[src/rtl/regfile_port_master.sv]
// Register-file port master: operand fetch with writeback bypass,
// plus a small writeback FIFO that drains one write per cycle.
module regfile_port_master #(
  parameter int DATA_W   = 32,
  parameter int ADDR_W   = 5,
  parameter int WB_DEPTH = 4,
  parameter int TAG_W    = 4
) (
  input  logic              clk,
  input  logic              rst_n,
  input  logic              req_valid,
  output logic              req_ready,
  input  logic [ADDR_W-1:0] req_rs1,
  input  logic [ADDR_W-1:0] req_rs2,
  input  logic [TAG_W-1:0]  req_tag,
  output logic              rsp_valid,
  input  logic              rsp_ready,
  output logic [DATA_W-1:0] rsp_a,
  output logic [DATA_W-1:0] rsp_b,
  output logic [TAG_W-1:0]  rsp_tag,
  input  logic              wb_valid,
  output logic              wb_ready,
  input  logic [ADDR_W-1:0] wb_addr,
  input  logic [DATA_W-1:0] wb_data,
  output logic [ADDR_W-1:0] rf_r1,
  output logic [ADDR_W-1:0] rf_r2,
  output logic [ADDR_W-1:0] rf_w,
  output logic [DATA_W-1:0] rf_wD,
  output logic              rf_we,
  input  logic [DATA_W-1:0] rf_rD1,
  input  logic [DATA_W-1:0] rf_rD2,
  output logic              wb_empty
);

  localparam int PW = $clog2(WB_DEPTH);
  localparam int CW = PW + 1;

  typedef enum logic {
    S_IDLE,
    S_DRAIN
  } state_t;

  state_t r_state;
  state_t w_state_nxt;

  logic [ADDR_W-1:0] r_fa [WB_DEPTH];
  logic [DATA_W-1:0] r_fd [WB_DEPTH];
  logic [PW-1:0]     r_rd_ptr;
  logic [PW-1:0]     r_wr_ptr;
  logic [CW-1:0]     r_count;
  logic [CW-1:0]     w_count_nxt;

  logic              r_rsp_valid;
  logic [DATA_W-1:0] r_rsp_a;
  logic [DATA_W-1:0] r_rsp_b;
  logic [TAG_W-1:0]  r_rsp_tag;

  logic              w_wb_fire;
  logic              w_req_fire;
  logic              w_pop;
  logic [DATA_W-1:0] w_byp_a;
  logic [DATA_W-1:0] w_byp_b;

  assign rf_r1      = req_rs1;
  assign rf_r2      = req_rs2;
  assign req_ready  = !r_rsp_valid | rsp_ready;
  assign w_req_fire = req_valid & req_ready;
  assign wb_ready   = (r_count != CW'(WB_DEPTH));
  assign w_wb_fire  = wb_valid & wb_ready;
  assign wb_empty   = (r_count == '0);
  assign rsp_valid  = r_rsp_valid;
  assign rsp_a      = r_rsp_a;
  assign rsp_b      = r_rsp_b;
  assign rsp_tag    = r_rsp_tag;

  // Next-state and register-file write port; one pop per DRAIN cycle
  always_comb begin
    w_pop       = 1'b0;
    rf_we       = 1'b0;
    rf_w        = '0;
    rf_wD       = '0;
    w_count_nxt = r_count;
    w_state_nxt = r_state;
    unique case (r_state)
      S_IDLE: begin
        w_pop = 1'b0;
      end
      S_DRAIN: begin
        w_pop = 1'b1;
        rf_we = 1'b1;
        rf_w  = r_fa[r_rd_ptr];
        rf_wD = r_fd[r_rd_ptr];
      end
      default: begin
        w_pop = 1'b0;
      end
    endcase
    w_count_nxt = r_count + CW'(w_wb_fire) - CW'(w_pop);
    w_state_nxt = (w_count_nxt != '0) ? S_DRAIN : S_IDLE;
  end

  // Newest value per operand: same-cycle writeback, then youngest FIFO entry
  always_comb begin
    logic [PW-1:0] v_idx;
    w_byp_a = rf_rD1;
    w_byp_b = rf_rD2;
    v_idx   = r_rd_ptr;
    for (int i = 0; i < WB_DEPTH; i++) begin
      v_idx = r_rd_ptr + PW'(i);
      if (CW'(i) < r_count) begin
        if (r_fa[v_idx] == req_rs1) w_byp_a = r_fd[v_idx];
        if (r_fa[v_idx] == req_rs2) w_byp_b = r_fd[v_idx];
      end
    end
    if (w_wb_fire && (wb_addr == req_rs1)) w_byp_a = wb_data;
    if (w_wb_fire && (wb_addr == req_rs2)) w_byp_b = wb_data;
  end

  // Drain FSM state register
  always_ff @(posedge clk or negedge rst_n) begin
    if (!rst_n) r_state <= S_IDLE;
    else        r_state <= w_state_nxt;
  end

  // Writeback FIFO storage, pointers and occupancy
  always_ff @(posedge clk or negedge rst_n) begin
    if (!rst_n) begin
      r_rd_ptr <= '0;
      r_wr_ptr <= '0;
      r_count  <= '0;
      for (int i = 0; i < WB_DEPTH; i++) begin
        r_fa[i] <= '0;
        r_fd[i] <= '0;
      end
    end else begin
      r_count <= w_count_nxt;
      if (w_wb_fire) begin
        r_fa[r_wr_ptr] <= wb_addr;
        r_fd[r_wr_ptr] <= wb_data;
        r_wr_ptr       <= r_wr_ptr + 1'b1;
      end
      if (w_pop) r_rd_ptr <= r_rd_ptr + 1'b1;
    end
  end

  // Operand response register, holds while stalled
  always_ff @(posedge clk or negedge rst_n) begin
    if (!rst_n) begin
      r_rsp_valid <= 1'b0;
      r_rsp_a     <= '0;
      r_rsp_b     <= '0;
      r_rsp_tag   <= '0;
    end else if (w_req_fire) begin
      r_rsp_valid <= 1'b1;
      r_rsp_a     <= w_byp_a;
      r_rsp_b     <= w_byp_b;
      r_rsp_tag   <= req_tag;
    end else if (rsp_ready) begin
      r_rsp_valid <= 1'b0;
    end
  end

endmodule

[config.mk]
export PLATFORM = sky130hd
export DESIGN_NAME = regfile_port_master
export DESIGN_NICKNAME = d
export VERILOG_FILES = /design/src/rtl/regfile_port_master.sv
export SDC_FILE = /design/constraint.sdc
export NUM_CORES = 1
export LEC_CHECK = 0
export BUFFER_PORTS_ARGS = -buffer_cell sky130_fd_sc_hd__buf_4
export CORE_UTILIZATION = 58
export CTS_CLUSTER_SIZE = 28
export DETAILED_ROUTE_END_ITERATION = 7
export GPL_TIMING_DRIVEN = 0
export HOLD_SLACK_MARGIN = 0.05
export PLACE_DENSITY = 0.81
export SYNTH_ARGS = -nofsm -noshare
export SYNTH_HDL_FRONTEND = slang
export SYNTH_SLANG_ARGS = --single-unit
[constraint.sdc]
create_clock -name clk -period 5.05 [get_ports clk]
set_input_delay 0.7575 -clock clk [delete_from_list [all_inputs] [get_ports clk]]
set_output_delay 0.7575 -clock clk [all_outputs]
set_load 0.05 [all_outputs]
======== Word-level counts from Yosys, hierarchy flattened ========
Index checks and enable logic that the tools add are counted.
word-level totals
  register bits after elaboration ......... 225
  latch bits .............................. 0
  RAM bits ................................ 0
  ROM bits ................................ 0
  input port bits ......................... 120
  output and inout port bits .............. 120
  logic and storage cells ................. 114
  memories kept ........................... 0
operators by class
  $add $sub $neg .......................... 6
  multipliers ............................. 0
  div/mod/pow operators ................... 0
  order comparisons ....................... 10
  equal/unequal tests ..................... 11
  shifts and indexed selects .............. 0
  multiplexer cells ....................... 55
  bitwise gates (word level) .............. 9
  reductions and logical operators ........ 7
operators by type and width
  kind                                                       count
  two-way mux 32 bit                                         28
  binary-select mux 32 bit (select 2 bit)                    4
  bitwise mux 128 bit                                        1
  demux 32 bit (select 2 bit)                                1
  == test 5 bit                                              10
  two-way mux 5 bit                                          10
  binary-select mux 5 bit (select 2 bit)                     4
  bitwise mux 20 bit                                         1
  greater-or-equal comparator 3 bit (second input constant)  5
  NOT 2 -> 3 bit                                             5
  demux 5 bit (select 2 bit)                                 1
  < comparator 1 x 3 -> 1 bit (first input constant)         2
  < comparator 2 x 3 -> 1 bit (first input constant)         2
  adder 2 x 1 -> 2 bit (second input constant)               2
  adder 2 bit (second input constant)                        2
  two-way mux 1 bit                                          4
  adder 3 x 1 -> 3 bit                                       1
  logical AND 1 bit                                          3
  zero test 3 bit                                            1
  < comparator 3 x 1 -> 1 bit (second input constant)        1
  inequality test 3 bit (second input constant)              1
  nonzero test 3 bit                                         1
  subtractor 3 x 1 -> 3 bit                                  1
  bitwise AND 1 bit                                          2
  other kinds (5)                                            5

======== Logic depth before layout (Yosys ltp) ========
  depth in word-level cells ............... 14
  depth in mapped cells ................... 12
  gate-level depth less buffers ........... 10

======== Least setup slack after synthesis ========
No wires, ideal clock.
  path type ............................... register to register
  start ................................... register r_count[1]
  end ..................................... register r_state
  library setup time ...................... 131 ps
  data arrival time ....................... 2,800 ps
  data required time ...................... 4,919 ps
  slack ................................... 2,119 ps
  cell stages (with the launch flop) ...... 12
  buffers on the path ..................... 1
  clock period less this slack ............ 2,931 ps
  path through ............................ dfrtp_1 or3b_2 and2_1 buf_2 inv_1 ha_1 inv_1 ha_1 inv_1 fa_1 inv_1 or3_1
between the ends
  longest elaborated chain between the ends .. 6
RTL lines
  item                       line  source
  start: declaration         50    logic [CW-1:0] r_count;
  start signal: assignment   136   r_count <= w_count_nxt;
  inequality test 3 bit      68    assign wb_ready = (r_count != CW'(WB_DEPTH));
  via wb_ready               22    output logic wb_ready,
  bitwise AND 1 bit          69    assign w_wb_fire = wb_valid & wb_ready;
  adder 3 x 1 -> 3 bit       98    w_count_nxt = r_count + CW'(w_wb_fire) - CW'(w_pop);
  subtractor 3 x 1 -> 3 bit  98
  via w_count_nxt[1]         51    logic [CW-1:0] w_count_nxt;
  nonzero test 3 bit         99    w_state_nxt = (w_count_nxt != '0) ? S_DRAIN : S_IDLE;
  two-way mux 1 bit          99
  via w_state_nxt            44    state_t w_state_nxt;
  end signal: assignment     122   else r_state <= w_state_nxt;
  end: declaration           43    state_t r_state;
The timed path passes the listed nets, and every way through them passes these cells.
A chain may end at the register's enable or synchronous reset.

======== Final worst setup path ========
  start ................................... register r_rd_ptr[1]
  end ..................................... output rf_wD[17]
between the ends
  longest elaborated chain between the ends .. 5
RTL lines
  item                                                    line  source
  start: declaration                                      48    logic [PW-1:0] r_rd_ptr;
  start signal: assignment                                142   if (w_pop) r_rd_ptr <= r_rd_ptr + 1'b1;
  NOT 2 -> 3 bit (implied by the code)                    92    rf_wD = r_fd[r_rd_ptr];
  binary-select mux 32 bit (select 2 bit)                 92
  two-way mux 32 bit (implied by the code) (2 in series)  92
  two-way mux 32 bit                                      84    unique case (r_state)
  end: declaration                                        28    output logic [DATA_W-1:0] rf_wD,
Every way passes these cells. The select of a mux whose other input is x is not followed.

==> results.cfg <==
[power]
pwr-share-comb_pct = 66.6
power.internal_mw = 8.45
ir_drop_mv = 0.873
power.leakage_nw = 8.50
switching_share_pct = 50.6
p_per_area_nw_per_um2 = 849
power_frac_clock_pct = 12.4
seqPwrFrac_pct = 21.1
switching_power_mw = 8.66

[synthesis]
syn_area_sq_um = 17000
synth_edf_count = 0
syn_area_per_cell_sq_um = 10.9
synthFlopType = dfrtp_1
netlist_instances = 1562
synth_area_leaders = dfrtp_1 (33%), mux4_2 (17%), mux2_2 (10%), nor2_1 (3.5%), a221oi_2 (2.7%)
yosysSeqAreaShare_pct = 33.2
synth.distinct_cells = 54
synth_warnings = 0
ys_ff_latch = 225
async_flop_share_pct = 100
synth.net_count = 1691
yosysTopAreaCellShare_pct = 33.2
yosys.area.top_type = dfrtp_1

[finish]
filler_cell_count = 2090
drive_gt1_share_pct = 35.9
stdcell_area_sq_um = 20200
diodes = 0
final_cell_mix = buf_4 (240), dfrtp_1 (225), nor2_1 (157)
syn_to_final_growth_pct = 18.7
final_common_cell = buf_4
nets = 1949

[placed_design]
port_buffers = 229
place_congestion = 0.983
hpwl_um = 43900
placed_cell_area_sq_um = 19200

[critical_path]
r2r_start = r_count[2]$_DFF_PN0_
ff2ff_path_depth = 10
cp_cell_sequence = buf_4 > buf_6 > buf_6 > buf_2 > buf_2 > buf_2 > mux4_2 > and2_1 > buf_4
path_buf_inv = 7
cp_slowest_cell = mux4_2
ff2ff_setup_slack_ps = 1300
end_kind = primary output
arrival_ps = 3450
reg2reg_to = rsp_b[26]$_DFFE_PN0P_
required_ps = 4290
cp_max_fo = 10
path_common_cell = buf_2
critPathMaxStageDelay_ps = 420
path_class = reg -> out
critPathLaunchType = register
crit_family = buffers and inverters

[sta]
drv_slew = 0
final-setup-viol-count = 0
clock.fmax_mhz = 238
rsz0062_at_grt = false
finClkSkew_ps = 15.7
relSlewSlack_pct = 12.6
hold_violations = 0
worstMarginPinSlew_ps = 1300
min_period_ps = 4200
fin_crit_sh_pct = 83.2
fin_setup_tns_ps = 0

[global_routing]
grtUsageMet2_pct = 62.5
busiest_layer = met2
antenna_found_initial = 0
grt_remaining_overflow = 0
grt_max_degree = 121
met1_usage_pct = 53.1
grt_pass1_wl_um = 95600
track_usage_pct = 42.3
grt.met3_usage_pct = 15.2
grt_pass1_vias = 16400

[flow_run]
maxCapViolCount = 0

[clock_tree]
cts_made_buffers = 26
clock_sinks = 225
root_buffer = clkbuf_16
insertion_delay_ps = 550
cts_tree = yes
ctsHoldBuffers = 0
cts.repair_timing.setup_buffer_count = 0
cts-resized-gates = 0
clock_path_buffers = 3
htreeDepth = 1
path_clk_slew_ps = 60

[detailed_routing]
vias_per_cell = 7.33
vias = 16300
firstDrtPassIters = 8
drc_errors = 2
avgRoutedWirePerCell_um = 28.7
routed_wl_um = 63800
drtIter0Drc = 2276
drtAntennaViolNets = 0

[outcome]
violations = DRC
status = finished, violations left

[die]
die-width_um = 173
dieArea_sq_um = 30000
pin_count = 240
initial_core_util_pct = 59.0
fp.dieH_um = 173
core_sq_um = 28800
num_rows = 62

[hold_path]
hold_class = in -> async
## final cells by class
type / instances / area, sq um / area share, %
clock inverter: 18 / 254 / 1.26
inverter: 12 / 45.0 / 0.223
clock buffer: 29 / 693 / 3.44
timing repair buffer: 230 / 1750 / 8.70
sequential: 225 / 5630 / 27.9
buffer: 172 / 796 / 3.95
multi-input combinational: 1153 / 10500 / 52.1
tap: 384 / 480 / 2.38
## per-layer routing
layer	up-vias	part of all wire, %
met2	1553	44
li1	6531	-
met1	7842	35
met5	-	0.11
met4	2	6.6
met3	369	15
## power groups by stage
stage / clock (mW) / sequential (mW) / combinational, mW
2_1_floorplan: 0 / 3.96 / 7.34
3_3_place_gp: 0 / 3.48 / 10.8
3_5_place_dp: 0 / 3.56 / 11.0
4_1_cts: 2.11 / 3.53 / 11.1
5_1_grt: 2.17 / 3.68 / 11.9
6_report: 2.12 / 3.60 / 11.4
## metrics by stage
stage               setup slack [ps]  power (mW)  hold WS [ps]  instances  utilization [%]
floorplan                       2120        11.3           462       1562                -
global placement                1350        14.3           466       2175             66.6
detailed placement              1270        14.6           476       2176             66.8
CTS                              940        16.7           309       2223             70.0
global route                     782        17.7           340       2223             70.0
finish                           846        17.1           259       2223             70.0
## cell families after synthesis
kind of cell,count (synthesis),synth area share (%)
buf+inv,184,4.95
fa+ha+maj,9,0.708
mux,309,28.7
compound gates,362,17.8
flops,225,33.2
xor+xnor,54,2.79
simple gates,419,11.9
## cells in the mapped netlist (7+ instances only)
cell type    n
mux2_2     154
a221oi_2    30
a21oi_1     41
a32oi_1     32
and3_1      56
o22ai_1      9
a211oi_1    15
a21o_1       7
o2bb2ai_1   25
a21boi_1    10
o21ai_0      7
xor2_1      17
inv_1       12
a211o_1     50
mux4_2     127
ha_1         8
nor2b_1      8
or3_1       33
o311ai_1    30
o211ai_1    33
mux2i_1     28
nor2_1     157
buf_4       12
a22oi_1     32
dfrtp_1    225
buf_1        8
clkbuf_1    98
buf_2       45
xnor2_1     37
a21boi_0    22
nand3_1      7
nand2_1     94
and2_1      40
## registers in the layout (all words and copies together), names as in the netlist
register,count
r_count,3
r_fa,20
r_fd,128
r_rd_ptr,2
r_state,1
r_wr_ptr,2
rsp_a,32
rsp_b,32
rsp_tag,4
rsp_valid,1
## worst max-delay path by stage
stage                     cells past startpoint               startpoint                    end
after floorplan                              11     r_count[1]$_DFF_PN0_      r_state$_DFF_PN0_
after global placement                        9               req_rs2[0]  rsp_b[22]$_DFFE_PN0P_
after detailed placement                      9               req_rs2[0]  rsp_b[26]$_DFFE_PN0P_
after CTS                                     9  r_rd_ptr[1]$_DFFE_PN0P_              rf_wD[17]
after global routing                          9  r_rd_ptr[1]$_DFFE_PN0P_              rf_wD[18]
final                                         9  r_rd_ptr[1]$_DFFE_PN0P_              rf_wD[17]
Power figures use the tool's default switching activity.
